File: config.mk
export PLATFORM = sky130hd
export DESIGN_NAME = serial_byte_sender
export DESIGN_NICKNAME = d
export VERILOG_FILES = /design/src/rtl/sender_pkg.sv /design/src/rtl/byte_fifo.sv /design/src/rtl/serial_byte_sender.sv
export SDC_FILE = /design/constraint.sdc
export NUM_CORES = 1
export LEC_CHECK = 0
export ABC_CLOCK_PERIOD_IN_PS = 6900
export CORE_MARGIN = 2
export CORE_UTILIZATION = 35
export CTS_BUF_LIST = sky130_fd_sc_hd__clkbuf_4 sky130_fd_sc_hd__clkbuf_8
export DETAILED_ROUTE_END_ITERATION = 8
export GPL_TIMING_DRIVEN = 0
export PLACE_DENSITY_LB_ADDON = 0.05
export SLEW_MARGIN = 20
export SYNTH_ARGS = -nofsm -noshare
export SYNTH_HDL_FRONTEND = slang
export SYNTH_SLANG_ARGS = --single-unit
File: constraint.sdc
create_clock -name clock1M -period 6.9 [get_ports clock1M]
set_input_delay 1.38 -clock clock1M [delete_from_list [all_inputs] [get_ports clock1M]]
set_output_delay 1.38 -clock clock1M [all_outputs]
set_load 0.03 [all_outputs]
File: src/rtl/sender_pkg.sv
// sender_pkg
//   Shared types and default constants for the serial byte sender slice.
//   Contents:
//     sender_state_t      - serializer FSM state (IDLE, HIGH, LOW)
//     DEFAULT_HIGH_CYCLES - default strobe-high duration per bit, in clocks
//     DEFAULT_LOW_CYCLES  - default strobe-low duration after each bit
//     DEFAULT_DEPTH       - default byte FIFO depth (power of two, >= 2)
//     max_int()           - constant helper used to size the cycle counter
package sender_pkg;

  localparam int DEFAULT_HIGH_CYCLES = 10;
  localparam int DEFAULT_LOW_CYCLES  = 10;
  localparam int DEFAULT_DEPTH       = 4;

  typedef enum logic [1:0] {
    IDLE = 2'd0,
    HIGH = 2'd1,
    LOW  = 2'd2
  } sender_state_t;

  function automatic int max_int(input int a, input int b);
    return (a > b) ? a : b;
  endfunction

endpackage

File: src/rtl/byte_fifo.sv
// byte_fifo
//   Small synchronous byte FIFO with a combinational head read.
//   Parameters:
//     DEPTH     - number of entries; must be a power of two and at least 2
//   Ports:
//     clock1M   - system clock
//     reset     - synchronous active-low reset; empties the FIFO
//     push      - write push_data this edge (ignored while full)
//     push_data - byte to store
//     pop       - drop the head entry this edge (ignored while empty)
//     pop_data  - current head entry, valid while not empty
//     full      - count == DEPTH
//     empty     - count == 0
//     count     - number of stored entries, 0..DEPTH
module byte_fifo
  import sender_pkg::*;
#(
  parameter int DEPTH = DEFAULT_DEPTH
) (
  input  logic                     clock1M,
  input  logic                     reset,
  input  logic                     push,
  input  logic [7:0]               push_data,
  input  logic                     pop,
  output logic [7:0]               pop_data,
  output logic                     full,
  output logic                     empty,
  output logic [$clog2(DEPTH):0]   count
);

  localparam int PTR_W = $clog2(DEPTH);
  localparam int CNT_W = PTR_W + 1;
  localparam logic [CNT_W-1:0] FULL_COUNT = CNT_W'(DEPTH);

  logic [7:0]       mem [DEPTH];
  logic [PTR_W-1:0] wr_ptr;
  logic [PTR_W-1:0] rd_ptr;
  logic             do_push;
  logic             do_pop;

  assign full     = (count == FULL_COUNT);
  assign empty    = (count == '0);
  assign do_push  = push && !full;
  assign do_pop   = pop && !empty;
  assign pop_data = mem[rd_ptr];

  // Storage is not reset; only the pointers and count define what is valid.
  always_ff @(posedge clock1M) begin
    if (reset && do_push) begin
      mem[wr_ptr] <= push_data;
    end
  end

  // Pointers are exactly log2(DEPTH) bits wide, so they wrap modulo DEPTH
  // without any compare. A simultaneous push and pop leaves count unchanged.
  always_ff @(posedge clock1M) begin
    if (!reset) begin
      wr_ptr <= '0;
      rd_ptr <= '0;
      count  <= '0;
    end else begin
      if (do_push) begin
        wr_ptr <= wr_ptr + PTR_W'(1);
      end
      if (do_pop) begin
        rd_ptr <= rd_ptr + PTR_W'(1);
      end
      case ({do_push, do_pop})
        2'b10:   count <= count + CNT_W'(1);
        2'b01:   count <= count - CNT_W'(1);
        default: count <= count;
      endcase
    end
  end

endmodule

File: src/rtl/serial_byte_sender.sv
// serial_byte_sender
//   Queues bytes in a FIFO and shifts each one out MSB first. Every bit is
//   presented on data_out for HIGH_CYCLES clocks with write_out high, then
//   held for LOW_CYCLES clocks with write_out low. Consecutive queued bytes
//   follow each other with no idle gap.
//   Parameters:
//     HIGH_CYCLES - clocks write_out is high per bit (>= 1)
//     LOW_CYCLES  - clocks write_out is low after each bit (>= 1)
//     DEPTH       - byte FIFO depth (power of two, >= 2)
//   Ports:
//     clock1M    - system clock
//     reset      - synchronous active-low reset; aborts any transfer
//     byte_in    - byte to queue
//     byte_valid - byte_in is valid; accepted on an edge where byte_ready=1
//     byte_ready - FIFO has room (count_out != DEPTH)
//     data_out   - serial data bit, 0 while idle
//     write_out  - bit strobe; data_out is valid while it is high
//     busy       - serializer is not idle
//     count_out  - number of queued bytes
module serial_byte_sender
  import sender_pkg::*;
#(
  parameter int HIGH_CYCLES = DEFAULT_HIGH_CYCLES,
  parameter int LOW_CYCLES  = DEFAULT_LOW_CYCLES,
  parameter int DEPTH       = DEFAULT_DEPTH
) (
  input  logic                   clock1M,
  input  logic                   reset,
  input  logic [7:0]             byte_in,
  input  logic                   byte_valid,
  output logic                   byte_ready,
  output logic                   data_out,
  output logic                   write_out,
  output logic                   busy,
  output logic [$clog2(DEPTH):0] count_out
);

  // The cycle counter only has to reach max(HIGH_CYCLES, LOW_CYCLES) - 1.
  localparam int MAX_CYCLES = max_int(HIGH_CYCLES, LOW_CYCLES);
  localparam int CYC_W      = (MAX_CYCLES > 1) ? $clog2(MAX_CYCLES) : 1;
  localparam logic [CYC_W-1:0] HIGH_LAST = CYC_W'(HIGH_CYCLES - 1);
  localparam logic [CYC_W-1:0] LOW_LAST  = CYC_W'(LOW_CYCLES - 1);

  sender_state_t    state;
  sender_state_t    state_nxt;
  logic [CYC_W-1:0] cycle_cnt;
  logic [CYC_W-1:0] cycle_cnt_nxt;
  logic [2:0]       bit_idx;
  logic [2:0]       bit_idx_nxt;
  logic [7:0]       shift_reg;
  logic [7:0]       shift_reg_nxt;

  logic             fifo_pop;
  logic             fifo_full;
  logic             fifo_empty;
  logic [7:0]       fifo_head;

  byte_fifo #(
    .DEPTH (DEPTH)
  ) u_fifo (
    .clock1M   (clock1M),
    .reset     (reset),
    .push      (byte_valid),
    .push_data (byte_in),
    .pop       (fifo_pop),
    .pop_data  (fifo_head),
    .full      (fifo_full),
    .empty     (fifo_empty),
    .count     (count_out)
  );

  assign byte_ready = !fifo_full;

  // Outputs decode straight from registered state, so a reset edge takes
  // effect on the very next cycle with no partial bit left on the wire.
  assign busy      = (state != IDLE);
  assign write_out = (state == HIGH);
  assign data_out  = (state == IDLE) ? 1'b0 : shift_reg[bit_idx];

  always_ff @(posedge clock1M) begin
    if (!reset) begin
      state     <= IDLE;
      cycle_cnt <= '0;
      bit_idx   <= '0;
      shift_reg <= '0;
    end else begin
      state     <= state_nxt;
      cycle_cnt <= cycle_cnt_nxt;
      bit_idx   <= bit_idx_nxt;
      shift_reg <= shift_reg_nxt;
    end
  end

  // Next-state logic. A byte is loaded either from IDLE or directly at the
  // end of the last bit's LOW phase, which is what removes the gap between
  // back-to-back bytes.
  always_comb begin
    state_nxt     = state;
    cycle_cnt_nxt = cycle_cnt;
    bit_idx_nxt   = bit_idx;
    shift_reg_nxt = shift_reg;
    fifo_pop      = 1'b0;

    case (state)
      IDLE: begin
        if (!fifo_empty) begin
          fifo_pop      = 1'b1;
          shift_reg_nxt = fifo_head;
          bit_idx_nxt   = 3'd7;
          cycle_cnt_nxt = '0;
          state_nxt     = HIGH;
        end
      end

      HIGH: begin
        if (cycle_cnt == HIGH_LAST) begin
          cycle_cnt_nxt = '0;
          state_nxt     = LOW;
        end else begin
          cycle_cnt_nxt = cycle_cnt + CYC_W'(1);
        end
      end

      LOW: begin
        if (cycle_cnt == LOW_LAST) begin
          cycle_cnt_nxt = '0;
          if (bit_idx != 3'd0) begin
            bit_idx_nxt = bit_idx - 3'd1;
            state_nxt   = HIGH;
          end else if (!fifo_empty) begin
            fifo_pop      = 1'b1;
            shift_reg_nxt = fifo_head;
            bit_idx_nxt   = 3'd7;
            state_nxt     = HIGH;
          end else begin
            state_nxt = IDLE;
          end
        end else begin
          cycle_cnt_nxt = cycle_cnt + CYC_W'(1);
        end
      end

      default: begin
        state_nxt     = IDLE;
        cycle_cnt_nxt = '0;
      end
    endcase
  end

endmodule

==> metrics <==
final cell count without fillers 332; wire length per cell 15.3 um; Hold Vio Cnt, Final 0; Post-Syn Nets 225; synthesis warning total 0; Post-Synth Simple-Gate Area 11.8%; FF+latch count, synth 58; Initial Util 36.0%; Nets 253; Setup Skew 10.0 ps; Pins Over Slew Limit 0; CTS clk-pin slew, worst paths 70 ps; Routed Antenna Nets 0; remaining global-route overflow 0; Tot GR Track Use 13.2%; Largest stage delay, worst path 610 ps; vias per cell 4.84; I/O pin count 18; pre-CTS WS 3450 ps; DRT Wirelength 5.09 mm; final-layout fill cell count 690; CP max-delay cell clkdlybuf4s50_1; DRC violations left 0; Buffers on Ports 17; clk_lat worst skew 330 ps; DR vias 1607; final std cell area, no fill 0.00310 mm^2; Leakage 1.15 nW; Post-synth EDFFs 32; top-area cell type share of the netlist area 36.8%; Synth Flop Type edfxtp_1; Mapped Cells 200; critical path launch point type flop; die area 0.00817 mm^2; count leader, synth edfxtp_1; Detailed Place HPWL 3.58 mm; period utilisation layout 50.2%; register area share after synthesis 56.7%; Slew HR 46.5%; CTS tree yes; xor-xnor portion of the synthesized cell area 1.01%; Setup CP Type flop to output pin; Post-CTS Hold Fix Bufs 0; Rows 31; vias in the first global route 1623; CTS Buffer Depth 2; Max Fclk 289 MHz; CTS root buf clkbuf_8; Die Ht 90.4 um; CTS H-tree lvls 3; Max VDD drop 131 uV; setup_tns 0 ps; max-cap violations 0; post-route setup slack 3440 ps; pwr dens 390 mW/mm^2; most common library cells after synthesis edfxtp_1 (32), dfxtp_1 (26), nor2_1 (14); global-route wire length before repair 8.04 mm; Die W 90.4 um; Async S/R FF share, synth 0%; Starting DRT DRC Count 77; RSZ-0062 raised after global routing no; cts repair resizes 0; crit path max fanout 5; share of layout cells above drive strength 1 15.0%; CTS Buf Count 9; Min-Delay Path Class flop to flop; fin util 42.8%; placed cells 316; Worst EP arrival 2080 ps; worst-margin pin slew 802 ps; crit-path cells mux4_2 > nand2_1 > a21oi_1 > clkdlybuf4s50_1; placer's final routability congestion estimate 0.732; final setup violation count 0; clock sinks 58; main combinational cell family by area after synthesis simple AND/OR/NAND/NOR gates; largest net degree at the start of global routing 12; Compound-Gate Fraction of Synth Area 8.00%; antenna violations before repair 0; core area 0.00725 mm^2; Area contributors post-synth edfxtp_1 (37%), dfxtp_1 (20%), mux4_2 (8.6%); worst hold margin 500 ps; synthesized area per cell 13.1 um^2; Post-Place Cell Area 0.00291 mm^2; Synth Area in Adders 6.99%; outcome finished clean; max FFs per register 32; min cycle time layout 3460 ps; # Post-CTS Setup Buffers 0; Req. time, crit path 5520 ps; Critical Path Sink Type output pin; number of antenna diodes 0; count of cell types in the netlist 44; total power draw 1.21 mW; mux cell area share after synthesis 11.7%; first drt pass iteration count 5; Mapped Area 0.00261 mm^2; Area Growth Syn to Fin 18.7%; area leader, netlist edfxtp_1
[logic make-up after synthesis]
| kind of cell | count (synthesis) |
|---|---|
| muxes | 18 |
| AOI/OAI and AO/OA | 30 |
| buffers and inverters | 23 |
| xor gates and xnor gates | 3 |
| DFF | 58 |
| adders and majority gates | 14 |
| and+or+nand+nor | 54 |
[area by class of cell]
type,count,area [um^2],share of cell area (%)
Inverter,15,56.3,1.82
Tap cell,99,124,3.99
Timing Repair Buffer,17,170,5.49
Buffer,8,43.8,1.41
Clock inverter,5,56.3,1.82
Sequential cell,58,1480,47.8
Clock buffer,11,139,4.48
Multi-Input combinational cell,119,1030,33.2
[path summary, 6_finish.rpt]
| check | start | end | slack, ps | depth (start not counted) |
|---|---|---|---|---|
| min | shift_reg[7] | shift_reg[7] | 500 | 2 |
| max reg2reg | state[0] | u_fifo.count[2] | 4370 | 12 |
| max | bit_idx[0] | data_out | 3440 | 4 |
| min reg2reg | shift_reg[7] | shift_reg[7] | 500 | 2 |
[worst max-delay path: cells and delay by family, from the launching register on]
family                 cells  cell delay [ps]
AND/OR/NAND/NOR            1               90
flip-flops                 1              440
multiplexers               1              550
buffers and inverters      1              610
AO/OA/AOI/OAI              1               80
[layer usage]
| layer | GRT usage [%] | share of wire, % | vias up |
|---|---|---|---|
| met4 | 7.95 | 0.85 | 0 |
| met3 | 3.26 | 2.4 | 4 |
| met5 | 0 | 0 | - |
| li1 | - | - | 789 |
| met1 | 14.2 | 43 | 788 |
| met2 | 23.3 | 54 | 26 |
[power breakdown]
part	leakage, nW	internal (mW)	switching, mW
Combinational	0.547	0.198	0.244
Clock	0.100	0.174	0.130
Sequential	0.504	0.422	0.0405
[layout by cell type (no fill, tap or decap), types with 2 or more instances in the layout]
master	synthesis	layout
nor2_1	14	14
nand2b_1	3	3
o21ai_0	5	5
clkinv_2	0	2
xor2_1	2	2
buf_1	2	2
nand3_1	6	6
clkbuf_1	3	3
o21ai_1	2	2
edfxtp_1	32	32
and2_1	3	3
inv_1	13	13
dfxtp_1	26	26
ha_1	13	13
clkdlybuf4s50_1	0	17
buf_2	2	2
nor3b_1	2	2
clkbuf_8	0	9
a21oi_1	10	10
mux2i_1	8	8
mux4_2	10	10
clkbuf_4	0	2
or3_1	3	3
o211a_1	3	3
and3_1	5	5
nand2_1	10	10
o21a_1	2	2
(Power assumes the default switching activity.)
